$ cat config.mk
export PLATFORM = sky130hd
export DESIGN_NAME = drop_scheduler
export DESIGN_NICKNAME = d
export VERILOG_FILES = /design/src/rtl/drop_scheduler.sv
export SDC_FILE = /design/constraint.sdc
export NUM_CORES = 1
export LEC_CHECK = 0
export CORE_ASPECT_RATIO = 0.75
export CORE_MARGIN = 2
export CORE_UTILIZATION = 27
export CTS_BUF_LIST = sky130_fd_sc_hd__clkbuf_4 sky130_fd_sc_hd__clkbuf_8
export CTS_CLUSTER_SIZE = 25
export DETAILED_ROUTE_END_ITERATION = 7
export PLACE_DENSITY_LB_ADDON = 0.25
export REMOVE_ABC_BUFFERS = 1
export SYNTH_ARGS = -nofsm -noshare
export SYNTH_HDL_FRONTEND = slang
export SYNTH_SLANG_ARGS = --single-unit
$ cat constraint.sdc
create_clock -name clock -period 5.1 [get_ports clock]
set_input_delay 1.02 -clock clock [delete_from_list [all_inputs] [get_ports clock]]
set_output_delay 1.02 -clock clock [all_outputs]
set_load 0.02 [all_outputs]
$ cat src/rtl/drop_scheduler.sv
// Fall-step and spawn scheduler for a three-column falling-letter game.
// A level-dependent prescaler produces ticks; a round-robin picker spawns letters into free columns.
module drop_scheduler #(
    parameter int unsigned TICK_BASE = 25000000,
    parameter int unsigned TICK_STEP = 1500000,
    parameter int unsigned TICK_MIN  = 5000000,
    parameter int unsigned SPAWN_GAP = 8
) (
    input  logic       clock,
    input  logic       reset_signal,
    input  logic       enable,
    input  logic [7:0] score,
    input  logic [2:0] correct,
    input  logic [2:0] game_over,
    output logic [2:0] step,
    output logic [2:0] spawn,
    output logic [2:0] active,
    output logic [3:0] level,
    output logic       halted,
    output logic [1:0] dbg_state
);

    typedef enum logic [1:0] {
        ST_IDLE = 2'd0,
        ST_RUN  = 2'd1,
        ST_HALT = 2'd2
    } state_t;

    localparam logic [31:0] BASE_P = 32'(TICK_BASE);
    localparam logic [31:0] STEP_P = 32'(TICK_STEP);
    localparam logic [31:0] MIN_P  = 32'(TICK_MIN);
    localparam logic [7:0]  GAP_P  = 8'(SPAWN_GAP);

    state_t      state_q, state_d;
    logic [31:0] presc_q, presc_d;
    logic [31:0] period_q, period_d;
    logic [7:0]  gap_q, gap_d;
    logic [1:0]  rr_q, rr_d;
    logic [2:0]  active_q, active_d;
    logic [3:0]  level_q, level_d;

    logic [31:0] dec;
    logic [31:0] period_calc;
    logic        run;
    logic        tick;
    logic        found;
    logic [1:0]  chosen;
    logic [1:0]  idx;
    logic [2:0]  idx_sum;
    logic        can_spawn;

    // Period for the current level, clamped so underflow cannot wrap to a huge value.
    always_comb begin
        dec = 32'(level_q) * STEP_P;
        if (dec >= BASE_P || (BASE_P - dec) < MIN_P) begin
            period_calc = MIN_P;
        end else begin
            period_calc = BASE_P - dec;
        end
    end

    // Round-robin search over inactive columns starting at rr.
    always_comb begin
        found   = 1'b0;
        chosen  = 2'd0;
        idx     = 2'd0;
        idx_sum = 3'd0;
        for (int k = 0; k < 3; k++) begin
            idx_sum = {1'b0, rr_q} + 3'(k);
            idx     = (idx_sum >= 3'd3) ? 2'(idx_sum - 3'd3) : idx_sum[1:0];
            if (!found && !active_q[idx]) begin
                found  = 1'b1;
                chosen = idx;
            end
        end
    end

    always_comb begin
        run       = (state_q == ST_RUN);
        tick      = run && (presc_q == period_q - 32'd1);
        can_spawn = run && (gap_q == GAP_P) && found;
        step      = tick ? active_q : 3'b000;
        spawn     = can_spawn ? (3'b001 << chosen) : 3'b000;
    end

    always_comb begin
        state_d  = state_q;
        presc_d  = presc_q;
        period_d = period_q;
        gap_d    = gap_q;
        rr_d     = rr_q;
        active_d = active_q;
        level_d  = score[7:4];

        case (state_q)
            ST_IDLE: begin
                if (enable) begin
                    state_d = ST_RUN;
                end
            end
            ST_RUN: begin
                if (|game_over) begin
                    state_d = ST_HALT;
                end else if (!enable) begin
                    state_d = ST_IDLE;
                end
            end
            ST_HALT: begin
                state_d = ST_HALT;
            end
            default: begin
                state_d = ST_IDLE;
            end
        endcase

        if (state_q == ST_RUN) begin
            presc_d = tick ? 32'd0 : presc_q + 32'd1;
        end else if (state_q == ST_HALT) begin
            presc_d = 32'd0;
        end

        // The next period is only picked up at a wrap so a running period is never cut short.
        if (tick) begin
            period_d = period_calc;
            if (gap_q != GAP_P) begin
                gap_d = gap_q + 8'd1;
            end
        end

        if (can_spawn) begin
            gap_d = 8'd0;
            rr_d  = (chosen == 2'd2) ? 2'd0 : chosen + 2'd1;
        end

        if (state_q != ST_HALT) begin
            active_d = (active_q & ~correct) | spawn;
        end
    end

    always_ff @(posedge clock or posedge reset_signal) begin
        if (reset_signal) begin
            state_q  <= ST_IDLE;
            presc_q  <= 32'd0;
            period_q <= BASE_P;
            gap_q    <= GAP_P;
            rr_q     <= 2'd0;
            active_q <= 3'b000;
            level_q  <= 4'd0;
        end else begin
            state_q  <= state_d;
            presc_q  <= presc_d;
            period_q <= period_d;
            gap_q    <= gap_d;
            rr_q     <= rr_d;
            active_q <= active_d;
            level_q  <= level_d;
        end
    end

    assign active    = active_q;
    assign level     = level_q;
    assign halted    = (state_q == ST_HALT);
    assign dbg_state = state_q;

endmodule

==> flow_summary.json <==
{
  "slew_headroom_pct": 46.2,
  "fin_cells": 1113,
  "drc": 0,
  "path_class": "register to register",
  "p_sw_mw": 0.883,
  "gp_congestion": 0.843,
  "wl_met1_um": 9560,
  "tightest_slew_ps": 808,
  "fin_area_um2": 7460,
  "ant_nets": 0,
  "die_area_um2": 25200,
  "end_kind": "register",
  "viasPerCell": 5.27,
  "synth_cell_types": 80,
  "r2r-end": "period_q[15]",
  "critPathLaunchType": "register",
  "final_max_slew_viol_count": 0,
  "drive_gt1_share_pct": 10.5,
  "power_frac_clock_pct": 24.3,
  "rrSetupSlack_ps": 260,
  "switching_share_pct": 41.4,
  "synthFlopType": "dfrtp_1",
  "max_freq_mhz": 206,
  "syn2layout_area_growth_pct": 15.5,
  "r2r.worst_path.cells": 17,
  "wirelength_um": 17100,
  "fin_nets": 869,
  "synth.area.top_cells": "dfrtp_1 (23%), ha_1 (7.8%), dfstp_2 (5.3%), o21ai_0 (5.2%), xnor2_1 (4.6%)",
  "power_frac_seq_pct": 28.4,
  "ios": 33,
  "cp-startpoint": "level[2]",
  "maxCapViolations": 0,
  "async_reset_ff_share_pct": 100,
  "drt-initial-drc-count": 627,
  "seq_area_frac_synth_pct": 28.2,
  "htree_levels": 3,
  "ir_drop_mv": 0.183,
  "cts_hold_buf": 0,
  "cts_inserted_buffers": 9,
  "clkLatencyLatePin_ps": 370,
  "setup_viol": 0,
  "overflow": 0,
  "dpl_cell_area_um2": 7210,
  "cts.sinks": 72,
  "fp.dieW_um": 183,
  "wl_met2_um": 6540,
  "start_util_pct": 27.8,
  "fin_crit_sh_pct": 95.0,
  "synth_top_area_cell": "dfrtp_1",
  "combPwrFrac_pct": 47.4,
  "finalHoldViolations": 0,
  "grt_usage_pct": 14.0,
  "syn_avg_cell_area_um2": 8.39,
  "yosys_register_bits": 72,
  "clock-skew-final_ps": 15.9,
  "die_y_um": 138,
  "antenna_found_initial": 0,
  "finalCriticalPeriod_ps": 4840,
  "synth-edff-count": 0,
  "ys_warn_count": 0,
  "setup_slack_ps": 256,
  "dpl_worst_slack_ps": 216,
  "leakagePower_nw": 3.10,
  "hold_class": "register to register",
  "worstPathMaxFanout": 15,
  "r2r-start": "level[2]",
  "grt_max_degree": 54,
  "yosysTopAreaCellShare_pct": 22.9,
  "placed_cells": 1098,
  "cts_tree": "done",
  "status": "finished, final reports clean",
  "cp_data_required_time_ps": 5340,
  "intPower_mw": 1.25,
  "dr.max_layer_used": "met4",
  "port_buffers": 28,
  "wl_met3_um": 874,
  "grt_first_pass_wirelength_um": 28000,
  "num_vias": 5860,
  "syn_inst": 769,
  "cts_root_buffer": "clkbuf_8",
  "p_per_area_nw_per_um2": 286,
  "tns_ps": 0,
  "arrival_ps": 5090,
  "hpwlAfterDp_um": 13200,
  "grt_pass1_vias": 5290,
  "antenna_cells": 0,
  "fill_cells": 2415,
  "first_pass_iters": 6,
  "syn_area_um2": 6450,
  "clk_path_buf_depth": 2,
  "num_rows": 48,
  "coreArea_um2": 23200,
  "wl_per_cell_um": 15.4,
  "endpoint": "period_q[15]",
  "clk_pin_slew_ps": 80
}
## layout by cell type, fill, tap and decap left out, types with 9 or more instances in the layout
cell type	n
nand2_1	66
or3_1	10
nand3_1	31
clkdlybuf4s50_1	28
nand4_1	17
dfstp_2	13
nor2b_1	15
xor2_1	28
xnor2_1	34
buf_4	25
clkbuf_8	10
o21ai_0	66
o31ai_1	24
a31oi_1	9
nand2b_1	13
a21oi_1	20
inv_1	43
and2_1	16
and3_1	17
nor3_1	29
nor2_1	37
dfrtp_1	59
ha_1	39
## worst min path at each step
stage	start	to	slack, ps	depth (start not counted)
2_1_floorplan	gap_q[7]	gap_q[7]	430	1
3_3_place_gp	gap_q[7]	gap_q[7]	460	1
3_5_place_dp	gap_q[7]	gap_q[7]	480	1
4_1_cts	gap_q[7]	gap_q[7]	490	1
5_1_grt	gap_q[7]	gap_q[7]	510	1
6_report	gap_q[7]	gap_q[7]	490	1
## flip-flops by register name, summed over array words and instances (netlist names)
register,flops
presc_q,32
period_q,21
gap_q,8
level,4
rr_q,2
active,3
dbg_state,2
## Yosys cell counts, types with 4 or more instances
cell,n
a21oi_1,20
nor4_1,8
xnor2_1,34
nand2_1,67
o21ai_0,67
ha_1,40
mux2_2,5
o2bb2ai_1,8
or4_1,7
nor3_1,29
and2_1,16
inv_1,44
o22a_1,8
o31ai_1,24
and4_1,8
a211oi_1,6
nand3_1,31
clkbuf_1,15
nand2b_1,13
a21o_1,7
nand3b_1,4
nor2b_1,15
mux2i_1,8
nor2_1,37
and3_1,17
or3_1,10
buf_2,8
dfrtp_1,59
nand4_1,17
a31oi_1,9
xor2_1,28
o21ai_1,5
o22ai_1,6
dfstp_2,13
o211ai_1,8
## critical path, stage by stage, from the launching register on
cell and delay (ps):
dfrtp_1 350, inv_1 40, ha_1 350, xnor2_1 170
ha_1 180, or2_2 330, ha_2 370, a31oi_2 320
a22oi_4 120, xnor2_2 400, or4_1 310, nor3_1 130
or4b_1 510, a32o_1 310, a221o_1 370, a22oi_4 190
buf_12 160, o21ai_0 80
## power groups by stage
| stage | Sequential [mW] | Combinational (mW) | Clock (mW) |
|---|---|---|---|
| global route | 0.609 | 1.12 | 0.563 |
| global placement | 0.616 | 1.00 | 0 |
| finish | 0.605 | 1.01 | 0.518 |
| detailed placement | 0.616 | 0.995 | 0 |
| floorplan | 0.625 | 0.699 | 0 |
| CTS | 0.605 | 1.00 | 0.532 |
## metrics by stage
stage                     total power [mW]  utilization (%)  hold slack [ps]
final                                 2.13             32.1              487
after global routing                  2.29             32.1              511
after CTS                             2.14             32.0              494
after detailed placement              1.61             31.0              477
after global placement                1.62             31.0              463
after floorplan                       1.32                -              434
## layout make-up
class / count / area (um^2) / area share [%]
clock buffer: 10 / 138 / 1.85
timing repair buffer: 54 / 488 / 6.54
multi-input combinational: 628 / 4390 / 58.9
clock inverter: 5 / 81.3 / 1.09
inverter: 44 / 166 / 2.23
sequential: 72 / 1820 / 24.4
tap: 300 / 375 / 5.03
## routing by layer
| layer | up-vias | global-route usage [%] |
|---|---|---|
| met2 | 125 | 19.0 |
| met1 | 2798 | 22.1 |
| met3 | 10 | 3.26 |
| met4 | 0 | 2.60 |
| li1 | 2927 | - |
| met5 | - | 0 |
## repair_timing
item	in CTS	in global routing
resized for setup	0	7
setup buffers	0	0
setup endpoints to repair	0	21
## cell families after synthesis
| family | Yosys count | synth area share, % |
|---|---|---|
| and+or+nand+nor | 301 | 25.9 |
| AOI/OAI and AO/OA | 207 | 22.0 |
| DFF | 72 | 28.2 |
| buffers and inverters | 69 | 4.28 |
| xor gates and xnor gates | 63 | 8.66 |
| adders and majority gates | 44 | 8.84 |
| muxes | 13 | 2.11 |
No activity file was read; power rests on OpenSTA's default activity.
